`config.mk`:
```
export PLATFORM = sky130hd
export DESIGN_NAME = clk_div_multi
export DESIGN_NICKNAME = d
export VERILOG_FILES = /design/src/rtl/clk_div_pkg.sv /design/src/rtl/clk_div_ch.sv /design/src/rtl/clk_div_multi.sv
export SDC_FILE = /design/constraint.sdc
export NUM_CORES = 1
export LEC_CHECK = 0
export CAP_MARGIN = 30
export CORE_ASPECT_RATIO = 1.5
export CORE_MARGIN = 5
export CORE_UTILIZATION = 60
export CTS_CLUSTER_DIAMETER = 120
export DETAILED_ROUTE_END_ITERATION = 10
export HOLD_SLACK_MARGIN = 0.03
export MAX_ROUTING_LAYER = met4
export PLACE_DENSITY = 0.75
export SLEW_MARGIN = 20
export SYNTH_ARGS = -nofsm -noshare
export SYNTH_HDL_FRONTEND = slang
export SYNTH_SLANG_ARGS = --single-unit
export TNS_END_PERCENT = 1
```
`constraint.sdc`:
```
create_clock -name clk -period 9.7 [get_ports clk]
set_input_delay 1.455 -clock clk [delete_from_list [all_inputs] [get_ports clk]]
set_output_delay 1.455 -clock clk [all_outputs]
set_load 0.02 [all_outputs]
```
`src/rtl/clk_div_pkg.sv`:
```
// Shared types and helpers for the multi-channel clock divider.
// The counter/field width is fixed here; the top-level CNT_W must match it.
package clk_div_pkg;

  localparam int CNT_W_DEF = 16;

  typedef struct packed {
    logic [CNT_W_DEF-1:0] div;
    logic [CNT_W_DEF-1:0] high;
    logic [CNT_W_DEF-1:0] phase;
    logic                 en;
  } ch_cfg_t;

  // A phase beyond the period cannot be reached by the counter, so start at 0.
  function automatic logic [CNT_W_DEF-1:0] load_val(input logic [CNT_W_DEF-1:0] phase,
                                                    input logic [CNT_W_DEF-1:0] div);
    return (phase <= div) ? phase : '0;
  endfunction

endpackage

```
`src/rtl/clk_div_ch.sv`:
```
// One divider channel: shadow/active configuration, pending flag, period counter
// and registered level/strobe outputs computed from the counter's next value.
module clk_div_ch
  import clk_div_pkg::*;
(
  input  logic    clk,
  input  logic    rst,
  input  logic    wr_i,
  input  ch_cfg_t wr_cfg_i,
  input  logic    sync_start_i,
  output logic    pending_o,
  output logic    div_out_o,
  output logic    tick_o
);

  localparam int W = CNT_W_DEF;

  ch_cfg_t        act_q, shd_q, nxt_cfg;
  logic           pend_q, pend_d;
  logic [W-1:0]   cnt_q, cnt_d;
  logic           div_out_q, div_out_d;
  logic           tick_q, tick_d;
  logic           apply;

  always_comb begin
    apply     = pend_q & (~act_q.en | (cnt_q == act_q.div));
    nxt_cfg   = apply ? shd_q : act_q;
    cnt_d     = '0;
    if (!nxt_cfg.en) begin
      cnt_d = '0;
    end else if (apply || sync_start_i) begin
      cnt_d = load_val(nxt_cfg.phase, nxt_cfg.div);
    end else if (cnt_q == act_q.div) begin
      cnt_d = '0;
    end else begin
      cnt_d = cnt_q + 1'b1;
    end
    // Outputs track cnt_d so they line up with the counter without extra latency.
    div_out_d = nxt_cfg.en & (cnt_d < nxt_cfg.high);
    tick_d    = nxt_cfg.en & (cnt_d == '0);
    pend_d    = pend_q;
    if (wr_i) begin
      pend_d = 1'b1;
    end else if (apply) begin
      pend_d = 1'b0;
    end
  end

  always_ff @(posedge clk) begin
    if (rst) begin
      act_q     <= '0;
      shd_q     <= '0;
      pend_q    <= 1'b0;
      cnt_q     <= '0;
      div_out_q <= 1'b0;
      tick_q    <= 1'b0;
    end else begin
      act_q     <= nxt_cfg;
      if (wr_i) begin
        shd_q <= wr_cfg_i;
      end
      pend_q    <= pend_d;
      cnt_q     <= cnt_d;
      div_out_q <= div_out_d;
      tick_q    <= tick_d;
    end
  end

  assign pending_o = pend_q;
  assign div_out_o = div_out_q;
  assign tick_o    = tick_q;

endmodule

```
`src/rtl/clk_div_multi.sv`:
```
// Multi-channel programmable clock divider: config write decode plus N_CH
// independent channels that pick up new settings only at a period boundary.
module clk_div_multi
  import clk_div_pkg::*;
#(
  parameter int N_CH  = 4,
  parameter int CNT_W = CNT_W_DEF,
  parameter int CH_W  = (N_CH > 1) ? $clog2(N_CH) : 1
) (
  input  logic             clk,
  input  logic             rst,
  input  logic             cfg_valid,
  output logic             cfg_ready,
  input  logic [CH_W-1:0]  cfg_ch,
  input  logic [CNT_W-1:0] cfg_div,
  input  logic [CNT_W-1:0] cfg_high,
  input  logic [CNT_W-1:0] cfg_phase,
  input  logic             cfg_en,
  input  logic             sync_start,
  output logic [N_CH-1:0]  div_out,
  output logic [N_CH-1:0]  tick,
  output logic [N_CH-1:0]  pending
);

  logic    sel_pend;
  ch_cfg_t wr_cfg;

  // Out-of-range channel numbers match nothing, so they read as ready and are dropped.
  always_comb begin
    sel_pend = 1'b0;
    for (int i = 0; i < N_CH; i++) begin
      if (cfg_ch == CH_W'(i)) begin
        sel_pend = pending[i];
      end
    end
    cfg_ready = ~rst & ~sel_pend;
  end

  always_comb begin
    wr_cfg       = '0;
    wr_cfg.div   = cfg_div;
    wr_cfg.high  = cfg_high;
    wr_cfg.phase = cfg_phase;
    wr_cfg.en    = cfg_en;
  end

  for (genvar g = 0; g < N_CH; g++) begin : g_ch
    logic wr;
    assign wr = cfg_valid & cfg_ready & (cfg_ch == CH_W'(g));

    clk_div_ch u_ch (
      .clk          (clk),
      .rst          (rst),
      .wr_i         (wr),
      .wr_cfg_i     (wr_cfg),
      .sync_start_i (sync_start),
      .pending_o    (pending[g]),
      .div_out_o    (div_out[g]),
      .tick_o       (tick[g])
    );
  end

endmodule

```
After elaboration in Yosys (flattened, before gate mapping). Index checks and enable logic that the tools add are counted.

Reduce and logical (&&, ||, !) cells: 13. $lt $le $gt $ge: 8. Add/subtract/negate cells: 4. Eq/ne operators: 7. Mux-type cells: 32. Bitwise operators: 28.

Operators by type and width (number): 2-to-1 mux 16 bit (16); 2-to-1 mux 49 bit (4); adder 16 x 1 -> 16 bit, second input constant (4); equality test 16 bit (4); <= comparator 16 bit (4); zero test 16 bit (4); < comparator 16 bit (4); bitwise AND 1 bit (18); 2-to-1 mux 1 bit (12); nonzero test 2 bit (4); inverter 1 bit (6); equality test 2 bit, second input constant (2); logical OR 1 bit (4); bitwise OR 1 bit (4); equality test 2 x 1 -> 1 bit, second input constant (1); zero test 2 bit (1).

Input port bits: 55. Output and inout port bits: 13. Word-level logic and storage cells: 140. Flip-flop bits (word level): 468.

Longest topological paths before layout. Gate-level depths: netlist of run 1.

Word-level depth: 10. Depth in mapped cells: 30. Mapped depth without buffers: 26.

Cells and area by module. A second synthesis of run 1 with hierarchy kept.

Cells, all modules: 2360. Area total of the unflattened synthesis: 22626.7 µm².

By module, submodules not included: clk_div_ch at g_ch[0].u_ch ... (instances 3, cells an instance 586, area an instance 5635.4 µm², sequential area each 2342.2 µm²); clk_div_ch at g_ch[3].u_ch (instances 1, cells an instance 594, area an instance 5652.9 µm², sequential area each 2342.2 µm²); clk_div_multi (instances 1, cells an instance 8, area an instance 67.6 µm², sequential area each 0.0 µm²).

Worst setup path before layout of run 1. Ideal clock, no wire load.

Path kind: register -> register. Start point: reg g_ch[3].u_ch.cnt_q[3]. End point: reg g_ch[3].u_ch.div_out_q. Data required time: 9.605 ns. Period minus slack after synthesis: 5.293 ns. Arrival: 5.198 ns. Library setup time: 0.095 ns. Path buffers: 4. Setup slack: 4.407 ns. Stages on the path, launching flop included: 29. Cell sequence: dfxtp_1 -> xnor2_1 -> nand4_1 -> nor4_4 -> o21ai_2 -> buf_2 -> buf_2 -> buf_1 -> mux2i_1 -> ha_1 -> nand4_1 -> nor3_1 -> a21boi_0 -> o31a_1 -> a21o_1 -> clkbuf_1 -> nor2_1 -> a21oi_1 -> nor2_1 -> ha_1 -> a21oi_1 -> nor2b_1 -> o21ai_0 -> nand2b_1 -> a21oi_1 -> nor2b_1 -> o21ai_0 -> nand2b_1 -> a221oi_1.

Longest elaborated chain between the ends: 10. Elaborated cells on any way between the ends: 13. Classes of those cells: 1 x add/sub; 2 x order compare; 1 x eq/ne; 5 x mux; 3 x bitwise; 1 x reduce/logical.

Ends and longest elaborated chain: start: declaration (RTL line clk_div_ch.sv:20) `logic [W-1:0] cnt_q, cnt_d;`; start signal: assignment (RTL line clk_div_ch.sv:63) `cnt_q <= cnt_d;`; equality test 16 bit (RTL line clk_div_ch.sv:26, clk_div_ch.sv:33); bitwise OR 1 bit (RTL line clk_div_ch.sv:26) `apply = pend_q & (~act_q.en | (cnt_q == act_q.div));`; bitwise AND 1 bit (RTL line clk_div_ch.sv:26); 2-to-1 mux 49 bit (RTL line clk_div_ch.sv:27) `nxt_cfg = apply ? shd_q : act_q;`; <= comparator 16 bit (RTL line clk_div_pkg.sv:17) `return (phase <= div) ? phase : '0;`; 2-to-1 mux 16 bit (RTL line clk_div_pkg.sv:17); 2-to-1 mux 16 bit (RTL line clk_div_ch.sv:31) `end else if (apply || sync_start_i) begin`; 2-to-1 mux 16 bit * (RTL line clk_div_ch.sv:29) `if (!nxt_cfg.en) begin`; net g_ch[3].u_ch.cnt_d[9] (RTL line clk_div_ch.sv:20); < comparator 16 bit * (RTL line clk_div_ch.sv:39) `div_out_d = nxt_cfg.en & (cnt_d < nxt_cfg.high);`; bitwise AND 1 bit * (RTL line clk_div_ch.sv:39); end signal: assignment (RTL line clk_div_ch.sv:64) `div_out_q <= div_out_d;`; end: declaration (RTL line clk_div_ch.sv:21) `logic div_out_q, div_out_d;`.

The timed path passes the listed nets; every way through them passes the cells marked *. A chain may end at the register's enable or synchronous reset.

Final worst setup path of run 1.
Start point: reg g_ch[0].u_ch.cnt_q[2]. End point: reg g_ch[0].u_ch.div_out_q.

Longest elaborated chain between the ends: 10. Elaborated cells on any way between the ends: 13. Classes of those cells: 1 x add/sub; 2 x order compare; 1 x eq/ne; 5 x mux; 3 x bitwise; 1 x reduce/logical.

Ends and longest elaborated chain (RTL line): start: declaration (clk_div_ch.sv:20); start signal: assignment (clk_div_ch.sv:63); equality test 16 bit (clk_div_ch.sv:26, clk_div_ch.sv:33); bitwise OR 1 bit (clk_div_ch.sv:26); bitwise AND 1 bit (clk_div_ch.sv:26); 2-to-1 mux 49 bit (clk_div_ch.sv:27); <= comparator 16 bit (clk_div_pkg.sv:17); 2-to-1 mux 16 bit (clk_div_pkg.sv:17); 2-to-1 mux 16 bit (clk_div_ch.sv:31); 2-to-1 mux 16 bit * (clk_div_ch.sv:29); net g_ch[0].u_ch.cnt_d[9] (clk_div_ch.sv:20); < comparator 16 bit * (clk_div_ch.sv:39); bitwise AND 1 bit * (clk_div_ch.sv:39); end signal: assignment (clk_div_ch.sv:64); end: declaration (clk_div_ch.sv:21).

Marked as above.

==> run_results.csv, run 1 <==
group,metric,value,unit
synthesis,synth_edf_count,0,
grt,grt_pass1_vias,17900,
synthesis,postSynth.asyncResetShare,0,%
power,leakage,10.7,nW
drt,post-route-drc-count,0,
worst_setup_path,critPathLaunchType,"flop",
final_layout,final_nets,2740,
drt,via_per_inst,5.92,
timing,slew_headroom,36.3,%
synthesis,synth_commonest_cells,"dfxtp_1 (468), nand2_1 (468), nor2_1 (316)",
placed_design,hpwl,47200,um
grt,overflow,0,
clock_network,cts_sinks,468,
synthesis,synth_warnings,0,
clock_network,post_cts_resized,0,
grt,grt_max_degree,102,
synthesis,synth_ff_type,"dfxtp_1",
worst_setup_path,cpMaxStageDelayCell,"nor4_2",
timing,fin_worst_skew,0.0193,ns
grt,antenna_found_initial,1,
timing,hold_viol_final,0,
worst_setup_path,setup.worst_path.class,"reg -> reg",
drt,drtPass1Iterations,6,
synthesis,syn_area_per_cell,8.49,um2
placed_design,placed_area,0.0226,mm2
floorplanning,die_w,166,um
synthesis,synthCells,2572,
floorplanning,initial_core_util,60.7,%
job,cap_violations,0,
placed_design,place_congestion,0.983,
worst_setup_path,required,10.09,ns
synthesis,ys_seq_elements,468,
timing,maxSlewViolCount,0,
timing,tightestPinTransition,0.956,ns
drt,initialDrtViolationCount,1337,
clock_network,clk_pin_slew,0.06,ns
final_layout,synthToLayoutAreaGrowth,11.7,%
clock_network,cts.path.max_buffers,3,
clock_network,cts_tree,"yes",
drt,wl,65100,um
run_status,status,"finished, final reports clean",
synthesis,netlist_area,0.0218,mm2
synthesis,synth_top_cells_by_area,"dfxtp_1 (43%), nand2_1 (8.0%), mux2i_1 (7.7%)",
power,ir_worst_vdd,222,uV
final_layout,fillers,3027,
clock_network,post_cts.repair.setup_buffers,0,
power,powerDensity,168,mW/mm2
timing,period_needed,6.48,ns
floorplanning,die_area,0.0404,mm2
synthesis,yosysTopAreaCellShare,42.9,%
placed_design,post-place-ws,3.34,ns
synthesis,yosysTopAreaCell,"dfxtp_1",
clock_network,numCtsBuffers,45,
placed_design,io_buffers,67,
clock_network,cts_htree_levels,2,
floorplanning,fp-row-count,85,
worst_setup_path,path_max_fanout,44,
timing,fin_tns_setup,0,ns
drt,avgRoutedWirePerCell,21.2,um
floorplanning,die_y,244,um
timing,finalWorstSetupSlack,3.22,ns
final_layout,drive_above_1_share,5.75,%
floorplanning,pin_count,68,
grt,grt_first_pass_wirelength,100000,um
clock_network,cts-root-buf,"clkbuf_16",
timing,period_share,66.8,%
worst_setup_path,max_stage_delay,0.57,ns
power,power.total,4.09,mW
final_layout,fin_area,0.0244,mm2
worst_hold_path,min_path_type,"reg -> reg",
timing,fmax,154,MHz
floorplanning,core_area,0.0359,mm2
worst_setup_path,end_kind,"flop",
clock_network,cts_hold_buf,0,
timing,setup_viol,0,
synthesis,syn_nets,2755,
timing,rsz0062_at_grt,"no",
synthesis,ys_seq_area_share,42.9,%
drt,postRouteAntennaNets,0,
worst_setup_path,crit_arrival,6.86,ns
synthesis,ys_types,67,
grt,grtUsageTotal,32.1,%
clock_network,clk_latency,0.56,ns
drt,vias,18200,
timing,holdWs,0.454,ns
-- metal layers --
layer | wire length, um | GRT usage (%) | vias up
li1 | - | - | 8693
met1 | 24600 | 35.8 | 8695
met2 | 32600 | 55.2 | 583
met3 | 3390 | 4.02 | 208
met4 | 4530 | 18.4 | 0
met5 | 0 | - | -
-- kinds of logic (layout without fill, tap and decap cells) --
logic type	Yosys count	count (layout)	synth area share, %
AO/OA/AOI/OAI	415	415	11.3
XOR/XNOR	120	120	4.85
adder cells (fa/ha/maj)	128	128	7.34
buffers and inverters	232	251	4.47
flip-flops	468	468	42.9
multiplexers	184	184	8.63
other	0	1	0
AND/OR/NAND/NOR	1025	1025	20.5
-- worst max-delay path: cells and delay by family (launching register included) --
kind	cells	cell delay [ns]
multiplexers	1	0.36
flip-flops	1	0.50
buffers and inverters	3	0.72
XOR/XNOR	1	0.14
AND/OR/NAND/NOR	10	1.53
AO/OA/AOI/OAI	11	2.47
adder cells (fa/ha/maj)	2	0.55
-- per-stage QoR --
step                      instances  util, %
final                          3070     67.8
after global routing           3070     67.8
after CTS                      3066     67.6
after detailed placement       2985     63.0
after global placement         2983     62.9
after floorplan                2572        -
-- layout make-up --
type                       instances  area [um2]  area share (%)
antenna                            1        2.50          0.0103
clock buffer                      57        1280            5.26
clock inverter                    24         382            1.57
inverter                          82         308            1.26
multi-input combinational       1872       11500            47.3
sequential                       468        9370            38.4
tap                              478         598            2.45
timing repair buffer              88         906            3.72
-- registers in the layout, summed over array words and instances (netlist names), named ones only --
signal,count
g_ch.u_ch.cnt_q,64
g_ch.u_ch.tick_o,4
g_ch.u_ch.shd_q,196
g_ch.u_ch.act_q,192
g_ch.u_ch.pending_o,4
g_ch.u_ch.div_out_o,4
-- where the power goes --
group          leakage (nW)  total (mW)  internal (mW)  switching, mW
combinational          6.15       0.182         0.0558          0.127
sequential             3.78        1.95           1.94         0.0137
clock                 0.809        1.96           1.18          0.777
-- cell usage in the layout (no fill, tap or decap), drive strengths merged, types with 8 or more instances in the layout --
cell             n
buf             21
inv             82
nand4           54
nand2b           8
clkinv          11
o21ai           25
xnor2           77
clkdlybuf4s50   66
clkbuf          58
bufinv           9
a31oi           11
or3             10
and2            12
nor2b           34
xor2            43
nor2           317
nand2          468
nor4            17
nor3            29
mux2i          169
ha             128
a21oi          263
o22a            23
nand3           39
a21o            21
dfxtp          468
or2             10
o211ai          14
mux2            14
-- final timing paths --
kind / endpoint / slack [ns] / start / cells past startpoint
setup / recovery: g_ch[0].u_ch.div_out_o / 3.22 / g_ch[0].u_ch.cnt_q[2] / 28
hold reg to reg: g_ch[2].u_ch.shd_q[16] / 0.45 / g_ch[2].u_ch.shd_q[16] / 2
hold / removal: g_ch[2].u_ch.shd_q[16] / 0.45 / g_ch[2].u_ch.shd_q[16] / 2
setup reg to reg: g_ch[0].u_ch.div_out_o / 3.22 / g_ch[0].u_ch.cnt_q[2] / 28
No activity file was read; power rests on OpenSTA's default activity.
==> run 2: changes to the inputs <==
--- a/config.mk
+++ b/config.mk
@@ -8,12 +8,12 @@
 export CAP_MARGIN = 30
 export CORE_ASPECT_RATIO = 1.5
 export CORE_MARGIN = 5
-export CORE_UTILIZATION = 60
+export CORE_UTILIZATION = 56
 export CTS_CLUSTER_DIAMETER = 120
 export DETAILED_ROUTE_END_ITERATION = 10
 export HOLD_SLACK_MARGIN = 0.03
 export MAX_ROUTING_LAYER = met4
-export PLACE_DENSITY = 0.75
+export PLACE_DENSITY = 0.74
 export SLEW_MARGIN = 20
 export SYNTH_ARGS = -nofsm -noshare
 export SYNTH_HDL_FRONTEND = slang
==> constraint.sdc (replaced) <==
create_clock -name clk -period 5.7 [get_ports clk]
set_input_delay 0.855 -clock clk [delete_from_list [all_inputs] [get_ports clk]]
set_output_delay 0.855 -clock clk [all_outputs]
set_load 0.02 [all_outputs]
==> run_results.csv, run 2 (synthesis results as in run 1) <==
group,metric,value,unit
placed_design,hpwl,47100,um
worst_setup_path,startpoint,"g_ch[1].u_ch.cnt_q[9]",
clock_network,cts-root-buf,"clkbuf_16",
final_layout,layout.cells.non_filler,3127,
power,powerDensity,270,mW/mm2
worst_setup_path,crit_arrival,5.97,ns
placed_design,dp_cells,3037,
timing,rsz0062_at_grt,"yes",
clock_network,numCtsBuffers,43,
worst_setup_path,cpMaxStageDelayCell,"or4_1",
clock_network,cts_tree,"yes",
grt,grt_first_pass_wirelength,102000,um
clock_network,cts_sinks,468,
worst_hold_path,min_to,"g_ch[1].u_ch.shd_q[42]",
grt,use_met2,51.7,%
worst_hold_path,min_path_type,"reg -> reg",
worst_hold_path,hold_depth,2,
worst_setup_path,crit_path_cell_trace,"xor2_1 > nor4_2 > a41oi_2 > nand2b_4 > mux2i_1 > inv_1 > ha_1 > nand4_1 > nor4_2 > nor3_1 > o31ai_1 > nand3_1 > buf_4 > o32a_1 > inv_1 > ha_1 > a21o_1 > a21o_1 > a21oi_1 > nor2_1 > or4_1 > a31oi_1",
worst_setup_path,r2r_cells,22,
timing,finalWorstSetupSlack,0.186,ns
grt,grt_max_degree,213,
grt,antenna_found_initial,0,
timing,maxSlewViolCount,0,
final_layout,reg.largest.list,"g_ch.u_ch.shd_q (196), g_ch.u_ch.act_q (192), g_ch.u_ch.cnt_q (64)",
worst_setup_path,path_max_fanout,17,
grt,use_met3,3.79,%
worst_setup_path,required,6.15,ns
worst_setup_path,max_stage_delay,0.46,ns
grt,grtUsageTotal,31.1,%
final_layout,final_cell_mix,"nand2_1 (468), dfxtp_1 (467), nor2_1 (316), a21oi_1 (263), mux2i_1 (162)",
floorplanning,core_area,0.0385,mm2
placed_design,place_congestion,0.944,
timing,hold_viol_final,0,
grt,grt.busiest_layer,"met2",
worst_setup_path,rr_endpoint,"g_ch[1].u_ch.div_out_o",
timing,fin_tns_setup,0,ns
placed_design,io_buffers,67,
floorplanning,die_area,0.0431,mm2
drt,avgRoutedWirePerCell,21.2,um
timing,setup_viol,0,
final_layout,drive_above_1_share,7.15,%
clock_network,clk_latency,0.57,ns
drt,drtPass1Iterations,6,
worst_setup_path,r2r_slack,0.19,ns
grt,overflow,0,
floorplanning,die_y,252,um
drt,post-route-drc-count,0,
clock_network,cts.path.max_buffers,3,
power,power.total,6.63,mW
timing,period_needed,5.51,ns
job,cap_violations,0,
final_layout,mostFrequentLayoutCell,"nand2_1",
timing,fin_worst_skew,0.0170,ns
run_status,status,"finished, final reports clean",
clock_network,clk_pin_slew,0.07,ns
grt,grt_pass1_vias,18100,
final_layout,fillers,3329,
worst_setup_path,critPathLaunchType,"flop",
timing,fmax,181,MHz
floorplanning,die_w,171,um
final_layout,final_nets,2782,
floorplanning,fp-row-count,88,
worst_setup_path,path_delay_family,"simple AND/OR/NAND/NOR gates",
timing,tightestPinTransition,0.962,ns
drt,initialDrtViolationCount,1344,
drt,postRouteAntennaNets,0,
clock_network,cts_htree_levels,2,
power,leakage,10.8,nW
power,ir_worst_vdd,294,uV
final_layout,largest_register_ffs,196,
grt,grt_use_met1,35.8,%
placed_design,post-place-ws,0.0443,ns
worst_hold_path,holdCritStartpoint,"g_ch[1].u_ch.shd_q[42]",
timing,period_share,96.7,%
drt,via_per_inst,5.86,
drt,vias,18300,
worst_setup_path,r2r_start,"g_ch[1].u_ch.cnt_q[9]",
floorplanning,initial_core_util,56.6,%
drt,wl,66200,um
worst_setup_path,end_kind,"flop",
final_layout,synthToLayoutAreaGrowth,12.6,%
worst_setup_path,setup.worst_path.class,"reg -> reg",
floorplanning,pin_count,68,
worst_setup_path,crit_buf_inv,3,
timing,slew_headroom,35.9,%
final_layout,regMostFlops,"g_ch.u_ch.shd_q",
run 2: changes by cell type in the layout (fill, tap and decap cells not counted), moves of 2 or more:
| cell | before | now |
|---|---|---|
| buf_4 | 16 | 55 |
| clkbuf_1 | 1 | 12 |
| clkbuf_8 | 11 | 5 |
| mux2i_1 | 168 | 162 |
| mux2i_2 | 0 | 5 |
| buf_12 | 1 | 5 |
| bufinv_16 | 9 | 5 |
| clkinv_4 | 4 | 0 |
| inv_6 | 0 | 3 |
| clkbuf_16 | 45 | 43 |
| clkinvlp_4 | 4 | 2 |
run 2: per-layer routing:
metal	up-vias	wire, um	share of wire (%)
li1	8773	-	-
met1	8765	25600	39
met2	582	32300	49
met3	218	3470	5.3
met4	0	4790	7.2
met5	-	0	0
run 2: through the flow:
step | hold slack (ns) | instance area [um2] | utilization (%)
floorplan | 0.432 | 21800 | -
global placement | 0.441 | 22900 | 59.5
detailed placement | 0.446 | 23000 | 59.6
CTS | 0.454 | 24400 | 63.3
global route | 0.474 | 24600 | 63.8
finish | 0.456 | 24600 | 63.8
run 2: worst reg2reg max path, delay by kind of cell (launching register included):
kind,cells,cell delay (ns)
buffers and inverters,3,0.39
multiplexers,1,0.43
adder cells (fa/ha/maj),2,0.53
flip-flops,1,0.44
AO/OA/AOI/OAI,7,1.47
AND/OR/NAND/NOR,8,2.03
XOR/XNOR,1,0.11
run 2: what timing repair did:
action | in CTS | in global routing
resized for setup | 1 | 12
setup buffers | 0 | 7
hold endpoints to repair | 0 | 0
pin swaps | 0 | 1
setup endpoints to repair | 1 | 4
cloned | 0 | 1
hold buffers | 0 | 0
run 2: power breakdown:
part           total [mW]  switching [mW]  leakage (nW)  internal, mW
Combinational       0.331           0.230          6.34         0.101
Clock                2.97            1.28         0.692          1.69
Sequential           3.32          0.0223          3.78          3.30
Total                6.63            1.53          10.8          5.09
run 2: worst max path at each step:
stage / endpoint / cells past startpoint / slack (ns)
after floorplan: g_ch[3].u_ch.div_out_o / 28 / 0.41
after global placement: g_ch[1].u_ch.div_out_o / 22 / 0.18
after detailed placement: g_ch[1].u_ch.div_out_o / 22 / 0.04
after CTS: g_ch[1].u_ch.div_out_o / 22 / 0.04
after global routing: g_ch[2].u_ch.div_out_o / 25 / -0.11
final: g_ch[1].u_ch.div_out_o / 22 / 0.19
run 2: final cells by class:
cell class / instances / area [um2] / share of cell area, %
multi-input cells: 1873 / 11600 / 47.1
inverters: 82 / 308 / 1.25
flip-flops and latches: 468 / 9370 / 38.1
clock buffers: 60 / 1190 / 4.84
diodes: 1 / 2.50 / 0.0102
clock inverters: 17 / 226 / 0.922
repair buffers: 131 / 1280 / 5.19
well taps: 495 / 619 / 2.52
==> run 3: changes to the inputs <==
--- a/config.mk
+++ b/config.mk
@@ -8,12 +8,12 @@
 export CAP_MARGIN = 30
 export CORE_ASPECT_RATIO = 1.5
 export CORE_MARGIN = 5
-export CORE_UTILIZATION = 56
+export CORE_UTILIZATION = 55
 export CTS_CLUSTER_DIAMETER = 120
 export DETAILED_ROUTE_END_ITERATION = 10
 export HOLD_SLACK_MARGIN = 0.03
 export MAX_ROUTING_LAYER = met4
-export PLACE_DENSITY = 0.74
+export PLACE_DENSITY = 0.72
 export SLEW_MARGIN = 20
 export SYNTH_ARGS = -nofsm -noshare
 export SYNTH_HDL_FRONTEND = slang
==> run_results.csv, run 3 (synthesis results as in run 1) <==
group,metric,value,unit
clock_network,cts_sinks,468,
clock_network,cts_hold_buf,0,
clock_network,numCtsBuffers,44,
drt,initialDrtViolationCount,1497,
final_layout,final_nets,2791,
worst_setup_path,end_kind,"flop",
grt,grt_first_pass_wirelength,100000,um
timing,tightestPinTransition,0.945,ns
final_layout,mostFrequentLayoutCell,"nand2_1",
timing,setup_viol,0,
grt,grt_pass1_vias,17900,
worst_setup_path,crit_arrival,5.88,ns
worst_setup_path,crit_path_cell_trace,"xor2_1 > nor4_2 > a41oi_2 > nand2b_4 > buf_4 > mux2i_1 > ha_1 > nor2b_1 > o211ai_1 > a21oi_1 > o31ai_1 > nand3_2 > buf_4 > o32a_1 > inv_1 > ha_1 > a21o_1 > a21o_1 > a21oi_1 > nor2_1 > or4_1 > a31oi_1",
worst_setup_path,required,6.17,ns
worst_setup_path,critPathLaunchType,"flop",
placed_design,io_buffers,67,
drt,post-route-drc-count,0,
timing,slew_headroom,36.5,%
drt,postRouteAntennaNets,0,
clock_network,cts_tree,"yes",
final_layout,largest_register_ffs,196,
drt,avgRoutedWirePerCell,20.8,um
grt,grt_use_met1,34.0,%
floorplanning,die_w,173,um
final_layout,regMostFlops,"g_ch.u_ch.shd_q",
job,cap_violations,0,
grt,antenna_found_initial,1,
clock_network,clk_pin_slew,0.06,ns
timing,maxSlewViolCount,0,
final_layout,reg.largest.list,"g_ch.u_ch.shd_q (196), g_ch.u_ch.act_q (192), g_ch.u_ch.cnt_q (64)",
power,ir_worst_vdd,303,uV
drt,wl,65300,um
floorplanning,fp-row-count,89,
power,powerDensity,271,mW/mm2
drt,drtPass1Iterations,5,
floorplanning,die_area,0.0438,mm2
final_layout,final_cell_mix,"nand2_1 (468), dfxtp_1 (463), nor2_1 (316), a21oi_1 (263), mux2i_1 (164)",
timing,finalWorstSetupSlack,0.290,ns
clock_network,clk_latency,0.56,ns
grt,grt_max_degree,123,
run_status,status,"finished, final reports clean",
grt,grt.busiest_layer,"met2",
final_layout,drive_above_1_share,7.69,%
worst_hold_path,hold_depth,2,
grt,grtUsageTotal,29.5,%
placed_design,place_congestion,0.968,
floorplanning,die_y,254,um
clock_network,cts_htree_levels,2,
floorplanning,initial_core_util,55.5,%
timing,rsz0062_at_grt,"yes",
timing,period_share,94.9,%
final_layout,synthToLayoutAreaGrowth,13.4,%
worst_setup_path,max_stage_delay,0.50,ns
timing,hold_viol_final,0,
floorplanning,core_area,0.0393,mm2
drt,vias,18300,
worst_setup_path,path_max_fanout,19,
worst_setup_path,cpMaxStageDelayCell,"o31ai_1",
worst_setup_path,r2r_cells,22,
grt,use_met2,48.9,%
grt,overflow,0,
placed_design,hpwl,46200,um
grt,use_met3,3.23,%
power,leakage,10.9,nW
worst_setup_path,setup.worst_path.class,"reg -> reg",
clock_network,cts-root-buf,"clkbuf_16",
worst_hold_path,min_path_type,"reg -> reg",
placed_design,post-place-ws,0.172,ns
drt,via_per_inst,5.82,
timing,fmax,185,MHz
timing,period_needed,5.41,ns
timing,fin_worst_skew,0.0223,ns
clock_network,cts.path.max_buffers,3,
floorplanning,pin_count,68,
power,power.total,6.72,mW
run 3: cell types whose count changed in the layout (fill, tap and decap cells not counted), moves of 3 or more:
cell / before / now
buf_4: 55 / 63
dfxtp_2: 1 / 5
dfxtp_1: 467 / 463
clkinv_2: 7 / 11
inv_6: 3 / 0
clkbuf_1: 12 / 7
run 3: worst max-delay path: cells and delay by family (launching register included):
family	cells	cell delay [ns]
mux	1	0.41
compound gates	9	2.01
fa+ha+maj	2	0.46
simple gates	6	1.17
buf+inv	3	0.61
xor+xnor	1	0.25
flops	1	0.43
run 3: layout make-up:
type	count	area [um2]
fillers	3390	14600
multi-input cells	1873	11600
flip-flops and latches	468	9380
repair buffers	139	1370
clock buffers	57	1220
well taps	500	626
inverters	82	308
clock inverters	21	268
diodes	1	2.50
run 3: timing repair:
item	CTS	global route
setup endpoints to repair	0	4
buffers inserted	0	9
resized for setup	0	16
run 3: final timing paths:
kind                                from                     end  slack, ns
hold reg to reg   g_ch[2].u_ch.shd_q[29]  g_ch[2].u_ch.shd_q[29]       0.45
setup / recovery   g_ch[1].u_ch.cnt_q[4]  g_ch[1].u_ch.div_out_o       0.29
hold / removal    g_ch[2].u_ch.shd_q[29]  g_ch[2].u_ch.shd_q[29]       0.45
setup reg to reg   g_ch[1].u_ch.cnt_q[4]  g_ch[1].u_ch.div_out_o       0.29
run 3: routing by layer:
layer  part of all wire, %  up-vias
li1                      -     8796
met1                    39     8694
met2                    48      598
met3                   5.0      207
met4                   8.0        0
met5                     0        -
run 3: where the power goes:
group          internal (mW)  switching (mW)
Combinational          0.106           0.235
Clock                   1.79            1.27
Sequential              3.30          0.0206
run 3: through the flow:
step	cell area, um2	TNS (ns)	hold slack [ns]	std cells	util (%)
6_report	24700	0	0.453	3141	63.0
5_1_grt	24700	-0.00532	0.472	3141	63.0
4_1_cts	24500	0	0.455	3126	62.3
3_5_place_dp	23000	0	0.446	3048	58.6
3_3_place_gp	23000	0	0.442	3046	58.4
2_1_floorplan	21800	0	0.432	2572	-
